[config.mk]
export PLATFORM = sky130hd
export DESIGN_NAME = sw_debounce
export DESIGN_NICKNAME = d
export VERILOG_FILES = /design/src/rtl/sw_debounce_pkg.sv /design/src/rtl/debounce_bit.sv /design/src/rtl/sw_debounce.sv
export SDC_FILE = /design/constraint.sdc
export NUM_CORES = 1
export LEC_CHECK = 0
export ABC_AREA = 1
export BUFFER_PORTS_ARGS = -buffer_cell sky130_fd_sc_hd__buf_2
export CORE_AREA = 4 4 298 271
export DETAILED_ROUTE_END_ITERATION = 10
export DIE_AREA = 0 0 302 275
export PLACE_DENSITY_LB_ADDON = 0.08
export SKIP_LAST_GASP = 1
export SYNTH_ARGS = -nofsm -noshare
export SYNTH_HDL_FRONTEND = slang
export SYNTH_SLANG_ARGS = --single-unit
[constraint.sdc]
create_clock -name clk -period 20 [get_ports clk]
set_clock_uncertainty 0.2 [all_clocks]
set_input_delay 6 -clock clk [delete_from_list [all_inputs] [get_ports clk]]
set_output_delay 6 -clock clk [all_outputs]
set_load 0.01 [all_outputs]
[src/rtl/sw_debounce_pkg.sv]
// Shared defaults and sizing helper for the switch debouncer.
package sw_debounce_pkg;

    localparam int unsigned DEF_WIDTH         = 16;
    localparam int unsigned DEF_STABLE_CYCLES = 250000;

    // Stability counter width; never narrower than one bit.
    function automatic int unsigned cnt_width(input int unsigned cycles);
        int unsigned w;
        w = $clog2(cycles);
        return (w < 1) ? 1 : w;
    endfunction

endpackage

[src/rtl/debounce_bit.sv]
// One switch bit: two-flop synchronizer, stability counter, accepted level and edge pulses.
module debounce_bit
    import sw_debounce_pkg::*;
#(
    parameter int unsigned STABLE_CYCLES = DEF_STABLE_CYCLES
) (
    input  logic clk,
    input  logic rst,
    input  logic sw_i,
    output logic q_o,
    output logic rise_o,
    output logic fall_o
);

    localparam int unsigned   CW      = cnt_width(STABLE_CYCLES);
    localparam logic [CW-1:0] CNT_MAX = CW'(STABLE_CYCLES - 1);

    logic          s1_q, s2_q;
    logic          lvl_q, lvl_d;
    logic          rise_q, rise_d;
    logic          fall_q, fall_d;
    logic [CW-1:0] cnt_q, cnt_d;

    always_ff @(posedge clk or posedge rst) begin
        if (rst) begin
            s1_q   <= 1'b0;
            s2_q   <= 1'b0;
            lvl_q  <= 1'b0;
            cnt_q  <= '0;
            rise_q <= 1'b0;
            fall_q <= 1'b0;
        end else begin
            s1_q   <= sw_i;
            s2_q   <= s1_q;
            lvl_q  <= lvl_d;
            cnt_q  <= cnt_d;
            rise_q <= rise_d;
            fall_q <= fall_d;
        end
    end

    // Count consecutive disagreeing samples; accept once the run reaches STABLE_CYCLES.
    always_comb begin
        lvl_d  = lvl_q;
        cnt_d  = '0;
        rise_d = 1'b0;
        fall_d = 1'b0;
        if (s2_q != lvl_q) begin
            if (cnt_q == CNT_MAX) begin
                lvl_d  = s2_q;
                rise_d = s2_q;
                fall_d = ~s2_q;
            end else begin
                cnt_d = cnt_q + CW'(1);
            end
        end
    end

    assign q_o    = lvl_q;
    assign rise_o = rise_q;
    assign fall_o = fall_q;

endmodule

[src/rtl/sw_debounce.sv]
// Debounces WIDTH independent switch/button inputs into clean levels plus edge pulses.
module sw_debounce
    import sw_debounce_pkg::*;
#(
    parameter int unsigned WIDTH         = DEF_WIDTH,
    parameter int unsigned STABLE_CYCLES = DEF_STABLE_CYCLES
) (
    input  logic             clk,
    input  logic             rst,
    input  logic [WIDTH-1:0] sw_in,
    output logic [WIDTH-1:0] sw_out,
    output logic [WIDTH-1:0] rise,
    output logic [WIDTH-1:0] fall
);

    for (genvar i = 0; i < WIDTH; i++) begin : g_bit
        debounce_bit #(
            .STABLE_CYCLES(STABLE_CYCLES)
        ) u_bit (
            .clk   (clk),
            .rst   (rst),
            .sw_i  (sw_in[i]),
            .q_o   (sw_out[i]),
            .rise_o(rise[i]),
            .fall_o(fall[i])
        );
    end

endmodule

==> impl_metrics.yaml, run 1 <==
route:
  wl_per_cell_um: 12.33
  dr_wl_met2_um: 19790
  drc: 0
  met1_length_um: 21590
  vias: 14775
  top_layer_used: "met4"
  wl_met3_um: 1400
  firstDrtPassIters: 5
  ant_nets: 0
  wirelength_um: 43770
  drt_iter0_markers: 827
  viasPerCell: 4.163
timing:
  slew_headroom: 0.4161
  timing.final.crit_period_ns: 7.836
  rsz0062_at_grt: "no"
  period_share: 0.3918
  setup_violations: 0
  final.setup.tns_ns: 0
  hold_viol_final: 0
  tightest_slew_ns: 0.8759
  drv_slew: 0
  hold_slack_ns: 0.1407
  max_freq_ghz: 0.1276
floorplan:
  design.core.area_um2: 77430
  die-area_um2: 83050
  die_h_um: 275
  die_x_um: 302
  rows: 97
  ios: 66
  start_util: 0.2483
cts:
  post_cts_resize_count: 0
  clock-sinks: 368
  clk_latency_ns: 0.58
  cts_inserted_buffers: 49
  cts_htree_levels: 2
  clockBufferDepth: 3
  postCtsHoldBufs: 0
  clockRootBuffer: "clkbuf_16"
  clk_pin_slew_ns: 0.06
  postCtsSetupBuffers: 0
  cts_tree: "done"
global_route:
  first_global_vias: 14974
  track_usage: 0.1076
  grt_pass1_wl_um: 75200
  antenna_found_initial: 1
  grt_max_degree: 92
  grt_overflow: 0
placed_design:
  globalplace.congestion: 0.7930
  placedCellCount: 3464
  place_hpwl_um: 30740
  portBuffers: 65
synthesis:
  synth_seq_cells: 368
  ys_warn_count: 0
  synth.most_common_cell: "nor2_1"
  synth.largest_area_cell: "dfrtp_1"
  synth_common_cells: "nor2_1 (615), nand2_1 (395), dfrtp_1 (368), inv_1 (221), nand3_1 (207)"
  syn-mean-instance-area_um2: 7.985
  syn-cell-area_um2: 19230
  yosysTopAreaCellShare: 0.4789
  synthCells: 2408
  synth-edff-count: 0
  netlist_top_cells_area: "dfrtp_1 (48%), nor2_1 (12%), nand2_1 (7.7%)"
  synthesis.nets: 2442
  synthDistinctLibCells: 24
  async_flop_share: 1.000
  seq_area_frac_synth: 0.4789
  synth_ff_type: "dfrtp_1"
power:
  p_total_mw: 1.724
  p_leak_nw: 9.287
  worst_ir_drop_vdd_v: 0.00005574
  powerDensity_nw_per_um2: 77.80
critical_path:
  path_max_fanout: 91
  crit_chain: "buf_2 -> inv_8 -> buf_4 -> buf_4"
  critPathSlowestCell: "buf_4"
  cp-start-kind: "primary input"
  crit_arrival_ns: 8.23
  critical_path_required_ns: 20.39
  criticalPathCategory: "primary input to async pin"
  endpoint_kind: "async pin"
  cpPeakStageDelay_ns: 0.78
  cp_common_cell: "buf_4"
status:
  outcome: "finished, final reports clean"
cells_and_area:
  drive_gt1_frac: 0.1319
  post-route-util: 0.2862
  nets: 2510
  fin_cells: 3549
  area_growth_pct: 15.27
  antenna_cells: 0
flow_run:
  maxCapViolations: 0
min_path:
  hp-class: "register to register"
-- area by class of cell --
cell class / count / area, µm²
clock inverter: 12 / 188.9
timing repair buffer: 70 / 362.8
multi-input combinational: 1751 / 8720
tap: 1039 / 1300
fill: 8381 / 55270
sequential: 368 / 9209
inverter: 236 / 893.4
clock buffer: 73 / 1489
-- per-stage QoR --
stage          setup slack (ns)  area (µm²)
5_1_grt                   11.70       22160
3_5_place_dp              11.35       20480
3_3_place_gp              11.37       20480
2_1_floorplan             3.583       19230
6_report                  12.16       22160
4_1_cts                   12.00       22160
-- power by group --
group	total (mW)	internal [mW]	leakage [nW]	switching, mW
logic	0.0502	0.0123	3.43	0.0378
clock network	0.908	0.573	0.831	0.335
registers	0.766	0.756	5.03	0.00968
total	1.72	1.34	9.29	0.382
-- cells by family (layout without fill, tap and decap cells) --
logic type	count (synthesis)	after routing	synth area share
xor+xnor	134	134	0.06104
fa+ha+maj	16	16	0.01041
compound gates	85	85	0.02382
flops	368	368	0.4789
simple gates	1516	1516	0.3582
buf+inv	289	391	0.06755
-- state kept, by name, indices dropped and copies added (netlist names) --
name and flops:
g_bit.u_bit.q_o 16, g_bit.u_bit.s2_q 16, g_bit.u_bit.s1_q 16, g_bit.u_bit.rise_o 16, g_bit.u_bit.fall_o 16, g_bit.u_bit.cnt_q 288
-- layout by cell type (no fill, tap or decap), types with 5 or more instances in the layout --
master and instances:
o21ai_1 13, nand3_2 20, a31oi_1 12, nand4_1 34
nor3b_1 14, ha_1 16, nand2_4 7, xnor2_1 30
o21ai_0 6, dfrtp_1 368, nand2_1 395, clkinv_2 6
inv_1 220, nor3_1 82, clkbuf_1 9, a21oi_1 47
buf_4 5, nand2_2 44, inv_2 15, nor2_2 65
buf_2 65, clkbuf_8 13, nor2_1 615, xor2_1 104
bufinv_16 5, nor2_4 33, nand3_1 207, clkbuf_16 51
o21bai_1 7
-- critical path, delay by kind of cell --
family                 cells  cell delay [ns]
buffers and inverters      4             2.06
-- metal layers --
metal / global-route usage / up-vias
met1: 0.1452 / 6885
li1: - / 7704
met5: 0 / -
met3: 0.01933 / 59
met2: 0.1767 / 127
met4: 0.03140 / 0
-- worst paths after layout --
kind | cells after the start | slack (ns) | start | end
max | 4 | 12.16 | rst | g_bit[2].u_bit.cnt_q[7]
min | 0 | 0.14 | g_bit[0].u_bit.s1_q | g_bit[0].u_bit.s2_q
max reg2reg | 6 | 17.95 | g_bit[4].u_bit.s2_q | g_bit[4].u_bit.cnt_q[10]
min reg2reg | 0 | 0.14 | g_bit[0].u_bit.s1_q | g_bit[0].u_bit.s2_q
max in group clk | 1 | 12.67 | g_bit[13].u_bit.q_o | sw_out[13]
min in group asynchronous | 2 | 5.32 | rst | g_bit[5].u_bit.q_o
Power figures use the tool's default switching activity.
==> run 2, diff against run 1 <==
Clock period 20 ns to 7 ns, I/O delays scaled along.
==> run 2 against run 1 <==
- critical endpoint is now sw_out[8]
- global-route usage rose by 0.15 points
- combinational power rose to 2.9 times the previous value
- sequential power grew to 2.9 times the previous value
- first-iteration DRC count fell by 8.6%
- critical path depth decreased by 3
- clock-buffer cell count down 1
- utilization is essentially flat
- highest routed layer is now met5
- die area is the same
- design area rose by 0.10%
- final cell count hardly changed
- non-clock buffer count is 2 lower
- sequential cell count did not move
==> impl_metrics.yaml, run 2 (synthesis results as in run 1) <==
timing:
  rsz0062_at_grt: "no"
  period_share: 0.4900
  hold_viol_final: 0
  max_freq_ghz: 0.2916
  drv_slew: 0
  tightest_slew_ns: 0.8337
  slew_headroom: 0.4442
  final.setup.tns_ns: 0
  fin_ws_ns: 3.570
  setup_violations: 0
  timing.final.crit_period_ns: 3.430
floorplan:
  die_x_um: 302
  rows: 97
  die-area_um2: 83050
  die_h_um: 275
  start_util: 0.2483
  ios: 66
  design.core.area_um2: 77430
cells_and_area:
  mostFrequentLayoutCells: "nor2_1 (615), nand2_1 (395), dfrtp_1 (368), inv_1 (220), nand3_1 (207)"
  post-route-util: 0.2865
  final_common_cell: "nor2_1"
  fin_cells: 3552
  area_growth_pct: 15.38
  nets: 2507
  drive_gt1_frac: 0.1326
  largest_reg_flops: 288
  largest_register: "g_bit.u_bit.cnt_q"
critical_path:
  endpoint_kind: "output pin"
  reg2reg_from: "g_bit[6].u_bit.cnt_q[0]"
  cp-start-kind: "register"
  endpoint: "sw_out[8]"
  cp-startpoint: "g_bit[8].u_bit.q_o"
  cp_num_cells: 1
  reg2reg_depth: 5
  critPathSlowestCell: "dfrtp_1"
  criticalPathCategory: "register to output pin"
  critical_path_required_ns: 4.70
  path_max_fanout: 4
  reg2reg_to: "g_bit[6].u_bit.fall_o"
  crit_chain: "buf_2"
  cp_top_family: "flip-flops"
  crit_buf_inv: 1
  ff2ff_setup_slack_ns: 5.01
  crit_arrival_ns: 1.13
  cpPeakStageDelay_ns: 0.40
route:
  firstDrtPassIters: 5
  wirelength_um: 43900
  ant_nets: 0
  wl_per_cell_um: 12.36
  drc: 0
  vias: 14915
  drt_iter0_markers: 756
  viasPerCell: 4.199
placed_design:
  globalplace.congestion: 0.7781
  dpl_worst_slack_ns: 3.697
  placedCellCount: 3462
  place_hpwl_um: 30580
  portBuffers: 65
status:
  outcome: "finished, final reports clean"
power:
  p_total_mw: 4.930
  p_leak_nw: 9.281
  worst_ir_drop_vdd_v: 0.0001463
  powerDensity_nw_per_um2: 222.2
global_route:
  grt_overflow: 0
  grt_max_degree: 136
  track_usage: 0.1091
  grt_pass1_wl_um: 76060
  first_global_vias: 15051
  antenna_found_initial: 1
cts:
  cts_htree_levels: 2
  clk_pin_slew_ns: 0.06
  postCtsHoldBufs: 0
  clockBufferDepth: 3
  postCtsSetupBuffers: 0
  clock-sinks: 368
  cts_inserted_buffers: 48
  post_cts_resize_count: 0
  clockRootBuffer: "clkbuf_16"
  clk_latency_ns: 0.58
  cts_tree: "done"
min_path:
  hp-class: "register to register"
flow_run:
  maxCapViolations: 0
## run 2: cell types whose count changed in the layout (fill, tap and decap cells not counted), sizes merged
cell      delta
clkbuf       -1
clkinvlp     +3
clkinv       +2
diode        +1
buf          -2
## run 2: worst min-delay path by stage
| stage | startpoint | end | slack (ns) | depth (start not counted) |
|---|---|---|---|---|
| final | g_bit[1].u_bit.s1_q | g_bit[1].u_bit.s2_q | 0.14 | 0 |
| after global routing | g_bit[1].u_bit.s1_q | g_bit[1].u_bit.s2_q | 0.16 | 0 |
| after CTS | g_bit[1].u_bit.s1_q | g_bit[1].u_bit.s2_q | 0.14 | 0 |
| after detailed placement | g_bit[13].u_bit.s1_q | g_bit[13].u_bit.s2_q | 0.13 | 0 |
| after global placement | g_bit[0].u_bit.s1_q | g_bit[0].u_bit.s2_q | 0.13 | 0 |
| after floorplan | g_bit[0].u_bit.s1_q | g_bit[0].u_bit.s2_q | 0.13 | 0 |
## run 2: metrics by stage
stage	area, µm²	hold slack [ns]
5_1_grt	22180	0.1564
4_1_cts	22180	0.1422
3_5_place_dp	20500	0.1347
3_3_place_gp	20500	0.1346
2_1_floorplan	19230	0.1312
6_report	22190	0.1414
## run 2: area by class of cell
type / instances / area (µm²)
Antenna cell: 1 / 2.502
Multi-Input combinational cell: 1751 / 8720
Clock buffer: 72 / 1453
Inverter: 236 / 889.6
Sequential cell: 368 / 9209
Clock inverter: 17 / 226.5
Fill cell: 8407 / 55250
Tap cell: 1039 / 1300
Timing Repair Buffer: 68 / 385.4
## run 2: where the power goes
part / leakage, nW / switching [mW] / internal (mW)
Combinational: 3.43 / 0.108 / 0.0368
Sequential: 5.03 / 0.0286 / 2.16
Clock: 0.827 / 0.982 / 1.61
## run 2: per-layer routing
metal | wire length [µm] | track usage
met2 | 19400 | 0.1761
met3 | 1584 | 0.02004
met1 | 21810 | 0.1490
met4 | 1092 | 0.03290
met5 | 9 | 0
